`src/rtl/cordic_arbiter.sv`:
```
// cordic_arbiter
// Shares one pipelined CORDIC datapath between two requesters. A round-robin
// arbiter grants one angle per cycle. The granted angle is folded into the
// +/-90 degree range and registered onto cordic_angle. A tag (valid, id,
// fold, err) travels alongside the datapath so that the settled cordic_x and
// cordic_y can be routed back to the requester that owns them.
//
// Ports
//   clk                        rising-edge clock
//   reset                      asynchronous, active-low reset
//   req0_valid / req1_valid    requester has an angle pending
//   req0_angle / req1_angle    sign-magnitude degrees: [19] sign, [18:0] magnitude (12 frac bits)
//   req0_ready / req1_ready    grant, combinational from valid and the priority pointer
//   rsp0_valid / rsp1_valid    one-cycle result strobe to the owning requester
//   rsp*_sin / rsp*_cos        sign-magnitude result: [11] sign, [10:0] magnitude (9 frac bits)
//   rsp0_err / rsp1_err        angle was out of range (qualified by rsp*_valid)
//   cordic_angle               registered angle driven to the datapath
//   cordic_x / cordic_y        cosine / sine returned by the datapath
//   busy                       some accepted request has not yet responded
module cordic_arbiter #(
  parameter int LATENCY = 16
) (
  input  logic        clk,
  input  logic        reset,
  input  logic        req0_valid,
  input  logic        req1_valid,
  input  logic [19:0] req0_angle,
  input  logic [19:0] req1_angle,
  output logic        req0_ready,
  output logic        req1_ready,
  output logic        rsp0_valid,
  output logic        rsp1_valid,
  output logic [11:0] rsp0_sin,
  output logic [11:0] rsp0_cos,
  output logic [11:0] rsp1_sin,
  output logic [11:0] rsp1_cos,
  output logic        rsp0_err,
  output logic        rsp1_err,
  output logic [19:0] cordic_angle,
  input  logic [11:0] cordic_x,
  input  logic [11:0] cordic_y,
  output logic        busy
);

  localparam logic [19:0] ANGLE_90  = 20'h5A000;
  localparam logic [19:0] ANGLE_180 = 20'hB4000;

  // Round-robin pointer: 0 gives requester 0 priority on contention.
  logic r_ptr;

  logic w_gnt0;
  logic w_gnt1;
  logic w_fire;
  logic w_gid;

  // A lone valid requester is granted regardless of the pointer.
  assign w_gnt0 = req0_valid & (~r_ptr | ~req1_valid);
  assign w_gnt1 = req1_valid & ( r_ptr | ~req0_valid);

  // Gated by reset so the grants drop the moment reset is asserted.
  assign req0_ready = w_gnt0 & reset;
  assign req1_ready = w_gnt1 & reset;

  assign w_fire = req0_ready | req1_ready;
  assign w_gid  = req1_ready;

  // Range fold of the granted angle.
  logic [19:0] w_angle;
  logic [19:0] w_mag;
  logic [18:0] w_fold_mag;
  logic [19:0] w_folded;
  logic        w_fold;
  logic        w_err;

  assign w_angle    = w_gid ? req1_angle : req0_angle;
  assign w_mag      = {1'b0, w_angle[18:0]};
  assign w_fold_mag = 19'(ANGLE_180 - w_mag);

  // The 19-bit magnitude field tops out just below 128 degrees, so with this
  // encoding the error branch cannot be reached; it is kept so the datapath
  // stays correct should the magnitude field ever be widened.
  always_comb begin
    w_fold   = 1'b0;
    w_err    = 1'b0;
    w_folded = w_angle;
    if (w_mag <= ANGLE_90) begin
      w_folded = w_angle;
    end else if (w_mag <= ANGLE_180) begin
      w_fold   = 1'b1;
      w_folded = {w_angle[19], w_fold_mag};
    end else begin
      w_err    = 1'b1;
    end
  end

  // Tag pipeline. Stage 0 is loaded on acceptance; the response registers
  // form the final stage, so a result appears LATENCY+1 cycles after the
  // grant cycle. The datapath must have settled on the accepted angle by the
  // time the tag leaves stage LATENCY-1.
  logic [LATENCY-1:0] r_tag_valid;
  logic [LATENCY-1:0] r_tag_id;
  logic [LATENCY-1:0] r_tag_fold;
  logic [LATENCY-1:0] r_tag_err;
  logic [19:0]        r_cordic_angle;

  always_ff @(posedge clk or negedge reset) begin
    if (!reset) begin
      r_ptr          <= 1'b0;
      r_cordic_angle <= '0;
      r_tag_valid    <= '0;
      r_tag_id       <= '0;
      r_tag_fold     <= '0;
      r_tag_err      <= '0;
    end else begin
      if (w_fire) begin
        r_ptr <= ~w_gid;
      end
      // Error requests leave the datapath angle untouched.
      if (w_fire && !w_err) begin
        r_cordic_angle <= w_folded;
      end
      for (int i = LATENCY - 1; i > 0; i--) begin
        r_tag_valid[i] <= r_tag_valid[i-1];
        r_tag_id[i]    <= r_tag_id[i-1];
        r_tag_fold[i]  <= r_tag_fold[i-1];
        r_tag_err[i]   <= r_tag_err[i-1];
      end
      r_tag_valid[0] <= w_fire;
      r_tag_id[0]    <= w_gid;
      r_tag_fold[0]  <= w_fold;
      r_tag_err[0]   <= w_err;
    end
  end

  logic        w_last_valid;
  logic        w_last_id;
  logic [11:0] w_sin;
  logic [11:0] w_cos;

  assign w_last_valid = r_tag_valid[LATENCY-1];
  assign w_last_id    = r_tag_id[LATENCY-1];
  // Folding maps a to 180-a, which keeps sine and negates cosine.
  assign w_sin = r_tag_err[LATENCY-1] ? 12'h000 : cordic_y;
  assign w_cos = r_tag_err[LATENCY-1] ? 12'h000
               : {cordic_x[11] ^ r_tag_fold[LATENCY-1], cordic_x[10:0]};

  logic        r_rsp0_valid;
  logic        r_rsp1_valid;
  logic [11:0] r_rsp0_sin;
  logic [11:0] r_rsp0_cos;
  logic [11:0] r_rsp1_sin;
  logic [11:0] r_rsp1_cos;
  logic        r_rsp0_err;
  logic        r_rsp1_err;

  // Data registers only load on their own strobe, so they hold otherwise.
  always_ff @(posedge clk or negedge reset) begin
    if (!reset) begin
      r_rsp0_valid <= 1'b0;
      r_rsp1_valid <= 1'b0;
      r_rsp0_sin   <= '0;
      r_rsp0_cos   <= '0;
      r_rsp1_sin   <= '0;
      r_rsp1_cos   <= '0;
      r_rsp0_err   <= 1'b0;
      r_rsp1_err   <= 1'b0;
    end else begin
      r_rsp0_valid <= w_last_valid & ~w_last_id;
      r_rsp1_valid <= w_last_valid &  w_last_id;
      if (w_last_valid && !w_last_id) begin
        r_rsp0_sin <= w_sin;
        r_rsp0_cos <= w_cos;
        r_rsp0_err <= r_tag_err[LATENCY-1];
      end
      if (w_last_valid && w_last_id) begin
        r_rsp1_sin <= w_sin;
        r_rsp1_cos <= w_cos;
        r_rsp1_err <= r_tag_err[LATENCY-1];
      end
    end
  end

  assign rsp0_valid   = r_rsp0_valid;
  assign rsp1_valid   = r_rsp1_valid;
  assign rsp0_sin     = r_rsp0_sin;
  assign rsp0_cos     = r_rsp0_cos;
  assign rsp1_sin     = r_rsp1_sin;
  assign rsp1_cos     = r_rsp1_cos;
  assign rsp0_err     = r_rsp0_err;
  assign rsp1_err     = r_rsp1_err;
  assign cordic_angle = r_cordic_angle;
  assign busy         = (|r_tag_valid) | r_rsp0_valid | r_rsp1_valid;

endmodule
```
`config.mk`:
```
export PLATFORM = sky130hd
export DESIGN_NAME = cordic_arbiter
export DESIGN_NICKNAME = d
export VERILOG_FILES = /design/src/rtl/cordic_arbiter.sv
export SDC_FILE = /design/constraint.sdc
export NUM_CORES = 1
export LEC_CHECK = 0
export CAP_MARGIN = 20
export CELL_PAD_IN_SITES_DETAIL_PLACEMENT = 0
export CELL_PAD_IN_SITES_GLOBAL_PLACEMENT = 1
export CORE_AREA = 10 10 133 135
export CTS_CLUSTER_DIAMETER = 50
export DETAILED_ROUTE_END_ITERATION = 16
export DIE_AREA = 0 0 143 145
export GPL_ROUTABILITY_DRIVEN = 0
export PLACE_DENSITY_LB_ADDON = 0.25
export SYNTH_ARGS = -nofsm -noshare
export SYNTH_HDL_FRONTEND = slang
export SYNTH_SLANG_ARGS = --single-unit
```
`constraint.sdc`:
```
create_clock -name clk -period 3.7 [get_ports clk]
set_input_delay 0.37 -clock clk [delete_from_list [all_inputs] [get_ports clk]]
set_output_delay 0.37 -clock clk [all_outputs]
set_load 0.03 [all_outputs]
```
After elaboration in Yosys (flattened, before gate mapping)
Cells that the tools add are included.
{ "totals": {"regBits": 137, "in_bits": 68, "elab_cells": 49} }
{ "classes": {"addsub": 1, "n_lt_le_gt_ge": 2, "mux": 9, "bitwise": 17, "n_reduce_logical": 6} }
{ "ops": {"columns": ["op", "count"], "rows": [
  ["two-way mux 19 bit", 2],
  ["two-way mux 12 bit", 2],
  ["less-or-equal comparator 19 x 20 -> 1 bit (second input constant)", 1],
  ["two-way mux 20 bit", 1],
  ["less-or-equal comparator 19 bit (second input constant)", 1],
  ["subtractor 18 x 19 -> 19 bit (first input constant)", 1],
  ["OR reduction 16 bit", 1],
  ["bitwise AND 1 bit", 6],
  ["NOT 1 bit", 5],
  ["bitwise OR 1 bit", 5],
  ["two-way mux 1 bit", 4],
  ["logical AND 1 bit", 3],
  ["logical NOT 1 bit", 2],
  ["bitwise XOR 1 bit", 1]
]} }

Logic depth before layout (Yosys ltp)
{ "logic_depth": {"depth_word": 10, "mapped_depth": 15, "mapped_depth_nobuf": 11} }

Worst setup path after synthesis
No wires, ideal clock.
{ "synth_path": {"path_kind": "reg2reg", "start": "register r_ptr", "end": "register r_cordic_angle[11] (netlist: cordic_angle[11])", "setup_ns": 0.131, "arrival_ns": 3.532, "setup_slack_ns": 0.037, "stages_incl_launch_ff": 16, "path_buffers": 4, "period_less_slack_ns": 3.663, "path_cell_list": "dfrtp_1 > nand2b_1 > nand2_2 > buf_2 > buf_2 > buf_2 > mux2i_1 > ha_1 > nor4b_1 > nand4_1 > a221oi_4 > a31o_1 > buf_6 > inv_4 > and4_1 > or3_1"} }
{ "synth_between": {"elab_chain_len": 9, "word_cells_on_any_way": 18, "cone_classes": "add/sub: 1; order compare: 2; mux: 5; bitwise: 8; reduce/logical: 2"} }
{ "synth_rtl": {"columns": ["item", "line", "text"], "rows": [
  ["from (decl)", "49", "logic r_ptr;"],
  ["from (signal assigned)", "116", "r_ptr <= ~w_gid;"],
  ["bitwise OR 1 bit", "58", "assign w_gnt1 = req1_valid & ( r_ptr | ~req0_valid);"],
  ["bitwise AND 1 bit", "58", null],
  ["bitwise AND 1 bit", "62", "assign req1_ready = w_gnt1 & reset;"],
  ["two-way mux 20 bit", "75", "assign w_angle = w_gid ? req1_angle : req0_angle;"],
  ["less-or-equal comparator 19 x 20 -> 1 bit", "88", "end else if (w_mag <= ANGLE_180) begin"],
  ["two-way mux 1 bit", "88", null],
  ["two-way mux 1 bit", "86", "if (w_mag <= ANGLE_90) begin"],
  ["logical NOT 1 bit", "119", "if (w_fire && !w_err) begin"],
  ["logical AND 1 bit", "119", null],
  ["to (signal assigned)", "120", "r_cordic_angle <= w_folded;"],
  ["to (decl)", "104", "logic [19:0] r_cordic_angle;"]
]} }
Parallel ways exist; a longest one is shown, timed or not.
A chain may end at the register's enable or synchronous reset.

Worst setup path after layout
{ "layout_path": {"start": "input req1_valid", "end": "register r_cordic_angle[11] (netlist: cordic_angle[11])"} }
{ "layout_between": {"elab_chain_len": 8, "word_cells_on_any_way": 17, "cone_classes": "add/sub: 1; order compare: 2; mux: 5; bitwise: 7; reduce/logical: 2"} }
{ "layout_rtl": {"columns": ["item", "line", "text"], "rows": [
  ["from (decl)", "26", "input logic req1_valid,"],
  ["bitwise AND 1 bit", "58", null],
  ["bitwise AND 1 bit", "62", null],
  ["two-way mux 20 bit", "75", null],
  ["less-or-equal comparator 19 x 20 -> 1 bit", "88", null],
  ["two-way mux 1 bit", "88", null],
  ["two-way mux 1 bit", "86", null],
  ["logical NOT 1 bit", "119", null],
  ["logical AND 1 bit", "119", null]
]} }
Parallel ways exist; a longest one is shown, timed or not.

==> results.py <==
metrics = {
    "finish": {
        "area_growth_pct": 45.2,
        "nets": 593,
        "diodes": 0,
        "utilization": 0.467,
        "final_layout_size_suffix_gt1_frac": 0.169,
        "fill_cells": 1385,
    },
    "global_route": {
        "track_usage": 0.125,
        "grt-ovfl-total": 0,
        "grt_pass1_vias": 3698,
        "grt_max_degree": 122,
        "grt_antenna_before_repair": 0,
        "grt_pass1_wl_um": 20600,
    },
    "clock_tree": {
        "hold_buffers": 0,
        "root_buffer": "clkbuf_16",
        "cts_buffers": 17,
        "clk_latency_ns": 0.40,
        "path_clk_slew_ns": 0.05,
        "clockBufferDepth": 2,
        "cts_resized": 0,
        "htree_levels": 4,
        "cts_setup_buffers": 0,
        "clkSinkCount": 119,
        "cts_tree": "done",
    },
    "power_and_ir_drop": {
        "leakagePower_nw": 3.05,
        "pwr_density_cell_mw_per_mm2": 595,
        "peakVddDrop_mv": 0.350,
    },
    "synthesis": {
        "synth_cell_types": 56,
        "synth_edf_count": 0,
        "synth_top_area_share": 0.616,
        "syn-cell-area_mm2": 0.00483,
        "async_reset_ff_frac": 1.00,
        "synthTopCellsByArea": "dfrtp_1 62%, mux2_2 11%, mux2i_1 3.1%",
        "synth_top_cell_by_area": "dfrtp_1",
        "yosysSeqAreaShare": 0.616,
        "synth_top_cells_by_count": "119 x dfrtp_1, 48 x mux2_2, 29 x nand2_1",
        "synth_flop_cell": "dfrtp_1",
        "ys_seq_elements": 119,
        "syn_inst": 372,
        "synth_area_per_cell_um2": 13.0,
        "synthMostInstantiatedCell": "dfrtp_1",
        "ys_warn_count": 0,
    },
    "worst_setup_path": {
        "crit_required_ns": 3.98,
        "critPathKind": "input pin to flop",
        "end_kind": "flop",
        "regToRegSetupSlack_ns": 0.62,
        "crit_arrival_ns": 3.39,
        "crit_fanout": 9,
        "startpoint_type": "input pin",
    },
    "placement": {
        "dpl.hpwl_um": 9530,
        "numPortBuffers": 140,
    },
    "die": {
        "core-area_mm2": 0.0150,
        "die-height_um": 145,
        "rows": 45,
        "dieArea_mm2": 0.0207,
        "initial_core_util": 0.321,
        "fp.dieW_um": 143,
        "ios": 143,
    },
    "detailed_routing": {
        "drtAntennaViolNets": 0,
        "drc": 0,
        "first_iter_violations": 183,
        "vias": 3512,
        "drt_pass1_iterations": 4,
        "wl_per_cell_um": 17.7,
        "via_per_inst": 4.88,
        "wl_um": 12700,
    },
    "sta": {
        "finalCritPeriodShare": 0.841,
        "hold_violations": 0,
        "period_needed_ns": 3.11,
        "max_clock_freq_ghz": 0.321,
        "tightestPinTransition_ns": 0.657,
        "relSlewSlack": 0.562,
        "tns_ns": 0,
        "grt_setup_unrepaired": "false",
        "drv_slew": 0,
        "clock_skew_ns": 0.00549,
        "setup_viol": 0,
    },
    "status": {
        "outcome": "completed",
    },
    "min_path": {
        "min_path_type": "input pin to async pin",
    },
    "flow_run": {
        "maxCapViolations": 0,
    },
}
-- metal layers --
layer / up-vias / global-route usage / routed length (µm)
li1: 1656 / - / -
met5: - / 0 / 0
met4: 0 / 0.0382 / 109
met1: 1697 / 0.163 / 5930
met3: 11 / 0.0639 / 1360
met2: 148 / 0.175 / 5340
-- cell type report --
cell class                 instances  area, µm²  area share
sequential                       119       2980       0.424
timing repair buffer             148       1490       0.213
tap                              188        235      0.0335
inverter                           5       21.3     0.00303
multi-input combinational        233       1760       0.250
clock inverter                     4       47.5     0.00678
clock buffer                      23        488      0.0695
-- critical path: stages --
cell             delay, ns
clkdlybuf4s50_1       0.53
and2_1                0.25
nand2_2               0.11
mux2i_1               0.20
ha_1                  0.26
nor4b_1               0.30
nand4_1               0.24
a221oi_4              0.32
a31o_1                0.25
inv_4                 0.08
and4_1                0.17
or3_1                 0.33
-- power breakdown --
| part | leakage (nW) | internal [mW] | switching, mW | total (mW) |
|---|---|---|---|---|
| Clock | 0.263 | 0.970 | 0.515 | 1.48 |
| Combinational | 1.34 | 0.488 | 0.600 | 1.09 |
| Sequential | 1.45 | 1.50 | 0.102 | 1.60 |
| Total | 3.05 | 2.96 | 1.22 | 4.18 |
-- registers in the layout (all words and copies together) (netlist names) --
register	flops
cordic_angle	20
r_tag_valid	16
r_tag_fold	16
rsp0_cos	12
r_tag_id	16
rsp1_cos	12
r_ptr	1
rsp0_valid	1
rsp1_sin	12
rsp0_sin	12
rsp1_valid	1
-- cell usage in the layout, fill, tap and decap left out, drive strengths merged, types with 2 or more instances in the layout --
cell,instances
mux2,48
dfrtp,119
a22oi,2
nand2,30
and4,2
a21o,2
o32ai,2
or4,5
nand4,5
nor4,5
a31oi,3
clkdlybuf4s50,139
a311oi,2
and2,2
a221oi,2
clkbuf,23
xor2,7
nand2b,2
o31ai,7
conb,2
a21oi,14
nor2b,3
nor3,12
and3,2
buf,9
o211a,2
or3,4
nand3,4
o2111ai,2
mux2i,15
clkinv,3
o21a,3
xnor2,3
nor2,8
inv,4
o21ai,22
-- kinds of logic (layout without fill, tap and decap cells) --
| group | count (synthesis) | after routing | synth area share |
|---|---|---|---|
| flip-flops | 119 | 119 | 0.616 |
| AND/OR/NAND/NOR | 89 | 89 | 0.0992 |
| AO/OA/AOI/OAI | 68 | 68 | 0.0976 |
| multiplexers | 63 | 63 | 0.143 |
| buffers and inverters | 21 | 180 | 0.0225 |
| XOR/XNOR | 10 | 10 | 0.0181 |
| adder cells (fa/ha/maj) | 1 | 1 | 0.00259 |
| other | 1 | 2 | 0.000776 |
-- path summary, 6_finish.rpt --
kind / startpoint / end / cells past startpoint
max in group asynchronous: reset / rsp0_cos[7] / 2
worst min register to register: r_tag_fold[7] / r_tag_fold[8] / 0
worst max register to register: r_ptr / cordic_angle[11] / 11
worst min-delay path: reset / rsp1_cos[11] / 2
worst max-delay path: req1_valid / cordic_angle[11] / 12
min in group clk: r_tag_fold[7] / r_tag_fold[8] / 0
-- metrics by stage --
stage               worst slack [ns]  cells  hold slack, ns  power (mW)  cell area, µm²
finish                         0.588    720           0.110        4.18            7020
CTS                            0.613    720           0.164        4.24            7020
detailed placement             0.180    693           0.335        2.73            6480
global placement               0.300    692           0.333        2.71            6450
global route                   0.354    720           0.176        4.38            7020
floorplan                     0.0373    373          0.0744        2.19            4840
Note: power is estimated with default switching activity, not from simulation.
